$ cat config.mk
export PLATFORM = sky130hd
export DESIGN_NAME = regfile_rename_flat
export DESIGN_NICKNAME = d
export VERILOG_FILES = /design/src/rtl/regfile_rename_if.sv /design/src/rtl/regfile_rename.sv /design/src/flat_wrapper.sv
export SDC_FILE = /design/constraint.sdc
export NUM_CORES = 2
export LEC_CHECK = 0
export CAP_MARGIN = 20
export CORE_MARGIN = 1
export CORE_UTILIZATION = 64
export DETAILED_ROUTE_END_ITERATION = 6
export DONT_BUFFER_PORTS = 1
export PLACE_DENSITY = 0.8
export SLEW_MARGIN = 20
export SYNTH_ARGS = -nofsm -noshare
export SYNTH_HDL_FRONTEND = slang
export SYNTH_SLANG_ARGS = --single-unit
$ cat constraint.sdc
create_clock -name clk_in -period 51.2 [get_ports clk_in]
set_input_delay 5.12 -clock clk_in [delete_from_list [all_inputs] [get_ports clk_in]]
set_output_delay 5.12 -clock clk_in [all_outputs]
set_load 0.05 [all_outputs]
$ cat src/rtl/regfile_rename_if.sv
// regfile_rename_if: decoder issue/lookup and ROB commit/flush signals for the renamed register file
interface regfile_rename_if #(
  parameter int REG_ID_BIT = 5,
  parameter int TAG_BIT = 4
);
  logic rdy_in;
  logic issue_en;
  logic [REG_ID_BIT-1:0] issue_rd;
  logic [TAG_BIT-1:0] issue_tag;
  logic [REG_ID_BIT-1:0] rs1_id;
  logic [REG_ID_BIT-1:0] rs2_id;
  logic rs1_busy;
  logic [TAG_BIT-1:0] rs1_tag;
  logic [31:0] rs1_value;
  logic rs2_busy;
  logic [TAG_BIT-1:0] rs2_tag;
  logic [31:0] rs2_value;
  logic commit_en;
  logic [REG_ID_BIT-1:0] commit_rd;
  logic [TAG_BIT-1:0] commit_tag;
  logic [31:0] commit_value;
  logic clear_all;
  modport master (
    output rdy_in, issue_en, issue_rd, issue_tag, rs1_id, rs2_id,
    output commit_en, commit_rd, commit_tag, commit_value, clear_all,
    input rs1_busy, rs1_tag, rs1_value, rs2_busy, rs2_tag, rs2_value
  );
  modport slave (
    input rdy_in, issue_en, issue_rd, issue_tag, rs1_id, rs2_id,
    input commit_en, commit_rd, commit_tag, commit_value, clear_all,
    output rs1_busy, rs1_tag, rs1_value, rs2_busy, rs2_tag, rs2_value
  );
endinterface

$ cat src/rtl/regfile_rename.sv
// regfile_rename: architectural register file with busy bits and ROB producer tags.
// Define REGFILE_BYPASS_EN to forward a same-cycle commit onto the read ports.
module regfile_rename #(
  parameter int REG_NUM = 32,
  parameter int REG_ID_BIT = 5,
  parameter int TAG_BIT = 4
) (
  input logic clk_in,
  input logic rst_in,
  regfile_rename_if.slave bus
);
  logic [31:0] value [REG_NUM];
  logic [TAG_BIT-1:0] tag [REG_NUM];
  logic [REG_NUM-1:0] busy;
  // x0 is never written, so its entries stay at their reset value of zero
  always_ff @(posedge clk_in or posedge rst_in)
    if (rst_in) begin
      value <= '{default: '0};
      tag <= '{default: '0};
      busy <= '0;
    end else if (bus.rdy_in) begin
      for (int i = 1; i < REG_NUM; i++) begin
        if (bus.commit_en && bus.commit_rd == REG_ID_BIT'(i))
          value[i] <= bus.commit_value;
        if (bus.clear_all)
          busy[i] <= 1'b0;
        else if (bus.issue_en && bus.issue_rd == REG_ID_BIT'(i)) begin
          busy[i] <= 1'b1;
          tag[i] <= bus.issue_tag;
        end else if (bus.commit_en && bus.commit_rd == REG_ID_BIT'(i) && busy[i] && tag[i] == bus.commit_tag)
          busy[i] <= 1'b0;
      end
    end
  function automatic logic [TAG_BIT+32:0] lookup(input logic [REG_ID_BIT-1:0] id);
    logic b;
    logic [TAG_BIT-1:0] t;
    logic [31:0] v;
    b = busy[id];
    t = tag[id];
    v = value[id];
`ifdef REGFILE_BYPASS_EN
    // a stale-tag commit still writes the value but leaves the younger producer pending
    if (bus.rdy_in && bus.commit_en && bus.commit_rd == id && (!b || t == bus.commit_tag)) begin
      b = 1'b0;
      v = bus.commit_value;
    end
`endif
    return (id == '0) ? '0 : {b, t, v};
  endfunction
  always_comb {bus.rs1_busy, bus.rs1_tag, bus.rs1_value} = lookup(bus.rs1_id);
  always_comb {bus.rs2_busy, bus.rs2_tag, bus.rs2_value} = lookup(bus.rs2_id);
endmodule

$ cat src/flat_wrapper.sv
// flat-port wrapper written by rule: the top's interface ports become plain ports
module regfile_rename_flat 
#(
  parameter int REG_NUM = 32,
  parameter int REG_ID_BIT = 5,
  parameter int TAG_BIT = 4
)
  (clk_in, rst_in, bus_rdy_in, bus_issue_en, bus_issue_rd, bus_issue_tag, bus_rs1_id, bus_rs2_id, bus_commit_en, bus_commit_rd, bus_commit_tag, bus_commit_value, bus_clear_all, bus_rs1_busy, bus_rs1_tag, bus_rs1_value, bus_rs2_busy, bus_rs2_tag, bus_rs2_value);
  regfile_rename_if #(.REG_ID_BIT(REG_ID_BIT), .TAG_BIT(TAG_BIT)) bus_i ();
  input logic clk_in;
  input logic rst_in;
  input wire logic [$bits(bus_i.rdy_in)-1:0] bus_rdy_in;
  input wire logic [$bits(bus_i.issue_en)-1:0] bus_issue_en;
  input wire logic [$bits(bus_i.issue_rd)-1:0] bus_issue_rd;
  input wire logic [$bits(bus_i.issue_tag)-1:0] bus_issue_tag;
  input wire logic [$bits(bus_i.rs1_id)-1:0] bus_rs1_id;
  input wire logic [$bits(bus_i.rs2_id)-1:0] bus_rs2_id;
  input wire logic [$bits(bus_i.commit_en)-1:0] bus_commit_en;
  input wire logic [$bits(bus_i.commit_rd)-1:0] bus_commit_rd;
  input wire logic [$bits(bus_i.commit_tag)-1:0] bus_commit_tag;
  input wire logic [$bits(bus_i.commit_value)-1:0] bus_commit_value;
  input wire logic [$bits(bus_i.clear_all)-1:0] bus_clear_all;
  output wire logic [$bits(bus_i.rs1_busy)-1:0] bus_rs1_busy;
  output wire logic [$bits(bus_i.rs1_tag)-1:0] bus_rs1_tag;
  output wire logic [$bits(bus_i.rs1_value)-1:0] bus_rs1_value;
  output wire logic [$bits(bus_i.rs2_busy)-1:0] bus_rs2_busy;
  output wire logic [$bits(bus_i.rs2_tag)-1:0] bus_rs2_tag;
  output wire logic [$bits(bus_i.rs2_value)-1:0] bus_rs2_value;
  assign bus_i.rdy_in = bus_rdy_in;
  assign bus_i.issue_en = bus_issue_en;
  assign bus_i.issue_rd = bus_issue_rd;
  assign bus_i.issue_tag = bus_issue_tag;
  assign bus_i.rs1_id = bus_rs1_id;
  assign bus_i.rs2_id = bus_rs2_id;
  assign bus_i.commit_en = bus_commit_en;
  assign bus_i.commit_rd = bus_commit_rd;
  assign bus_i.commit_tag = bus_commit_tag;
  assign bus_i.commit_value = bus_commit_value;
  assign bus_i.clear_all = bus_clear_all;
  assign bus_rs1_busy = bus_i.rs1_busy;
  assign bus_rs1_tag = bus_i.rs1_tag;
  assign bus_rs1_value = bus_i.rs1_value;
  assign bus_rs2_busy = bus_i.rs2_busy;
  assign bus_rs2_tag = bus_i.rs2_tag;
  assign bus_rs2_value = bus_i.rs2_value;
  regfile_rename #(.REG_NUM(REG_NUM), .REG_ID_BIT(REG_ID_BIT), .TAG_BIT(TAG_BIT)) u_core (.clk_in(clk_in), .rst_in(rst_in), .bus(bus_i));
endmodule
==> summary.md <==
| Metric | Value |
|---|---|
| Clk Latency, worst-skew pair | `720 ps` |
| Syn Area/Cell | `14.8 um^2` |
| Vias in the first global route | `41,800` |
| Worst setup path category | `primary input to output pin` |
| Syn nets | `4,349` |
| Synthesized cell area | `63,300 um^2` |
| Post-synthesis cell count | `4,283` |
| Fin Hold WS | `517 ps` |
| Vias per cell | `7.53` |
| CTS tree | `yes` |
| CP endpoint kind | `output pin` |
| Area share of fa/ha/maj cells after synthesis | `0%` |
| Sequential share of the synthesized area | `45.4%` |
| Yosys cell types | `46` |
| DRC violations left | `0` |
| Final Max Slew Viols | `0` |
| Placed cell area | `63,700 um^2` |
| Switching Fraction | `25.6%` |
| Pre-CTS setup slack | `38,450 ps` |
| Sw Pwr | `0.631 mW` |
| Post-CTS sizing | `0` |
| DRT iter0 DRCs | `4,833` |
| Max-cap violation count | `0` |
| Pre-Repair DR Iteration Count | `7` |
| Synth-to-layout area growth | `7.48%` |
| Pwr dens | `36.2 nW/um^2` |
| Tightest Pin Transition | `1270 ps` |
| Clock power frac | `39.0%` |
| Min-Delay Path Class | `flip-flop to flip-flop` |
| Ports | `140` |
| RSZ-0062 raised after global routing | `no` |
| Final core occ | `69.9%` |
| Nets | `4,081` |
| Pleak | `30.7 nW` |
| Die height | `316 um` |
| Met3 usage | `10.2%` |
| Largest net degree at the start of global routing | `298` |
| Hold path depth | `1` |
| Post-synth EDFFs | `0` |
| Sequential share of power | `45.2%` |
| Relative slew margins | `15.1%` |
| CORE AREA | `97,300 um^2` |
| Root Buffer | `clkbuf_16` |
| Mux cell area share after synthesis | `42.6%` |
| Worst-path maximum fanout | `215` |
| Worst Path Arrival | `7850 ps` |
| CTS buffer count | `118` |
| Finished Layout Cells | `5,392` |
| Min Tclk post-route | `12,970 ps` |
| Async SR Flop Fraction | `100%` |
| # H-tree levels | `3` |
| #FFs+latches synth | `1,147` |
| Worst IR Drop VDD | `30.5 uV` |
| GRT Total Usage | `37.3%` |
| PortBufs | `0` |
| Final WL | `183 mm` |
| Pwr Total | `2.46 mW` |
| Synth Area in XOR/XNOR | `1.72%` |
| Setup tns final | `0 ps` |
| Main combinational cell family by area after synthesis | `multiplexers` |
| Logic pwr share | `15.9%` |
| ANT nets after route | `0` |
| Max Clk Rate | `0.0771 GHz` |
| CTS max path bufs | `3` |
| Dpl cells | `5,171` |
| DP Wirelength | `95.7 mm` |
| Pint | `1.83 mW` |
| Finish-stage setup viols | `0` |
| Grt ovf | `0` |
| Routability cong. | `0.855` |
| Initial core utilization | `65.0%` |
| Fillers | `6,352` |
| GRT busiest layer | `met2` |
| GR Util met2 | `55.5%` |
| Layout cells sized above 1 | `51.2%` |
| Critical path startpoint category | `primary input` |
| Die ar. | `100,000 um^2` |
| Routed wire per std cell | `33.8 um` |
| Most used DFF post-synth | `dfrtp_1` |
| Yosys Warn Count | `37` |
| Setup fix buffers added after clock tree synthesis | `0` |
| Rows | `114` |
| Chip width | `316 um` |
| GR met1 Demand/Resource | `52.1%` |
| Synth Area in Simple Gates | `2.21%` |
| Clk pin slew, worst setup/hold paths | `60 ps` |
| CP required | `46,080 ps` |
| First-pass GRT wire length | `275 mm` |
| Status | `finished, final reports clean` |
| CTS Hold Bufs | `0` |
| Post-synthesis compound-gate area fraction | `4.75%` |
| Initial antenna violation count | `1` |
| Crit share post-route | `25.3%` |
| Worst R2R Path Depth | `4` |
| Final worst setup slack | `38,230 ps` |
| Final Hold Viols | `0` |
| Via Count | `40,600` |
| Clock sink count | `1,147` |
| Design area | `68,000 um^2` |
| Clock Skew | `14.6 ps` |
state kept, by name (all words and copies together) (netlist names):
name,cells
u_core.tag,124
u_core.value,992
u_core.busy,31
placed cells by master (no fill, tap or decap), types with 71 or more instances in the layout:
| master | instances |
|---|---|
| a22oi_1 | 71 |
| clkbuf_16 | 122 |
| nand2_1 | 93 |
| dfrtp_1 | 1147 |
| mux4_2 | 500 |
| o22ai_1 | 92 |
| o21ai_0 | 89 |
| mux2i_1 | 133 |
| mux2_2 | 1068 |
| xor2_1 | 94 |
| mux2_4 | 145 |
power groups by stage:
stage / Combinational [mW] / Sequential, mW / Clock [mW]
finish: 0.390 / 1.11 / 0.959
global route: 0.413 / 1.12 / 0.996
CTS: 0.388 / 1.11 / 0.963
detailed placement: 0.385 / 1.12 / 0
global placement: 0.376 / 1.11 / 0
floorplan: 0.357 / 1.09 / 0
Yosys cell counts (all sizes together), types with 3 or more instances:
cell / number / area share, %
mux2: 1227 / 23
dfrtp: 1147 / 45
mux4: 500 / 18
clkbuf: 237 / 1.4
buf: 220 / 1.9
mux2i: 133 / 2.1
nand2: 94 / 0.56
xor2: 94 / 1.3
o22ai: 92 / 0.91
o21ai: 89 / 0.70
a22oi: 71 / 0.84
nor2: 70 / 0.42
nor3: 45 / 0.55
a211o: 39 / 0.54
a221oi: 36 / 0.50
o221a: 33 / 0.59
xnor2: 30 / 0.42
a31o: 22 / 0.30
nor4: 22 / 0.22
a31oi: 18 / 0.18
nand2b: 9 / 0.089
nand3: 9 / 0.071
o211ai: 7 / 0.083
nand4: 6 / 0.059
nor2b: 6 / 0.059
or3: 6 / 0.059
inv: 4 / 0.024
a41o: 3 / 0.047
final timing paths:
kind | from | to | slack [ps]
worst max-delay path | bus_rs1_id[1] | bus_rs1_value[10] | 38230
worst min-delay path | u_core.value[924]$_DFFE_PP0P_ | u_core.value[924]$_DFFE_PP0P_ | 520
worst max register to register | u_core.tag[97]$_DFFE_PP0P_ | u_core.busy[7]$_DFFE_PP0P_ | 49610
worst min register to register | u_core.value[924]$_DFFE_PP0P_ | u_core.value[924]$_DFFE_PP0P_ | 520
max in group asynchronous | rst_in | u_core.value[525]$_DFFE_PP0P_ | 43760
min in group asynchronous | rst_in | u_core.tag[66]$_DFFE_PP0P_ | 4380
cell type report:
class                   count  area (um^2)  area share [%]
multi-input cells        2675        32800            48.2
flip-flops and latches   1147        28700            42.2
clock buffers             167         3490            5.13
well taps                1276         1600            2.35
clock inverters            53          846            1.24
repair buffers             69          556           0.817
inverters                   4         23.8          0.0350
diodes                      1         2.50         0.00368
layer usage:
| metal | vias to the layer above | part of all wire (%) |
|---|---|---|
| met5 | - | 0 |
| met1 | 21800 | 39 |
| met2 | 2326 | 46 |
| li1 | 16000 | - |
| met3 | 530 | 11 |
| met4 | 0 | 4.7 |
cells by family (layout without fill, tap and decap cells):
kind of cell | after synthesis | in the layout
buffers and inverters | 461 | 293
AND/OR/NAND/NOR | 277 | 277
XOR/XNOR | 124 | 124
other | 0 | 1
flip-flops | 1147 | 1147
multiplexers | 1860 | 1860
AO/OA/AOI/OAI | 414 | 414
worst max-delay path, cell delays in order:
cell and delay, ps:
nor2b_4 490, buf_4 590, a221oi_1 200, o221a_2 320
nor3_2 900
No activity file was read; power rests on OpenSTA's default activity.
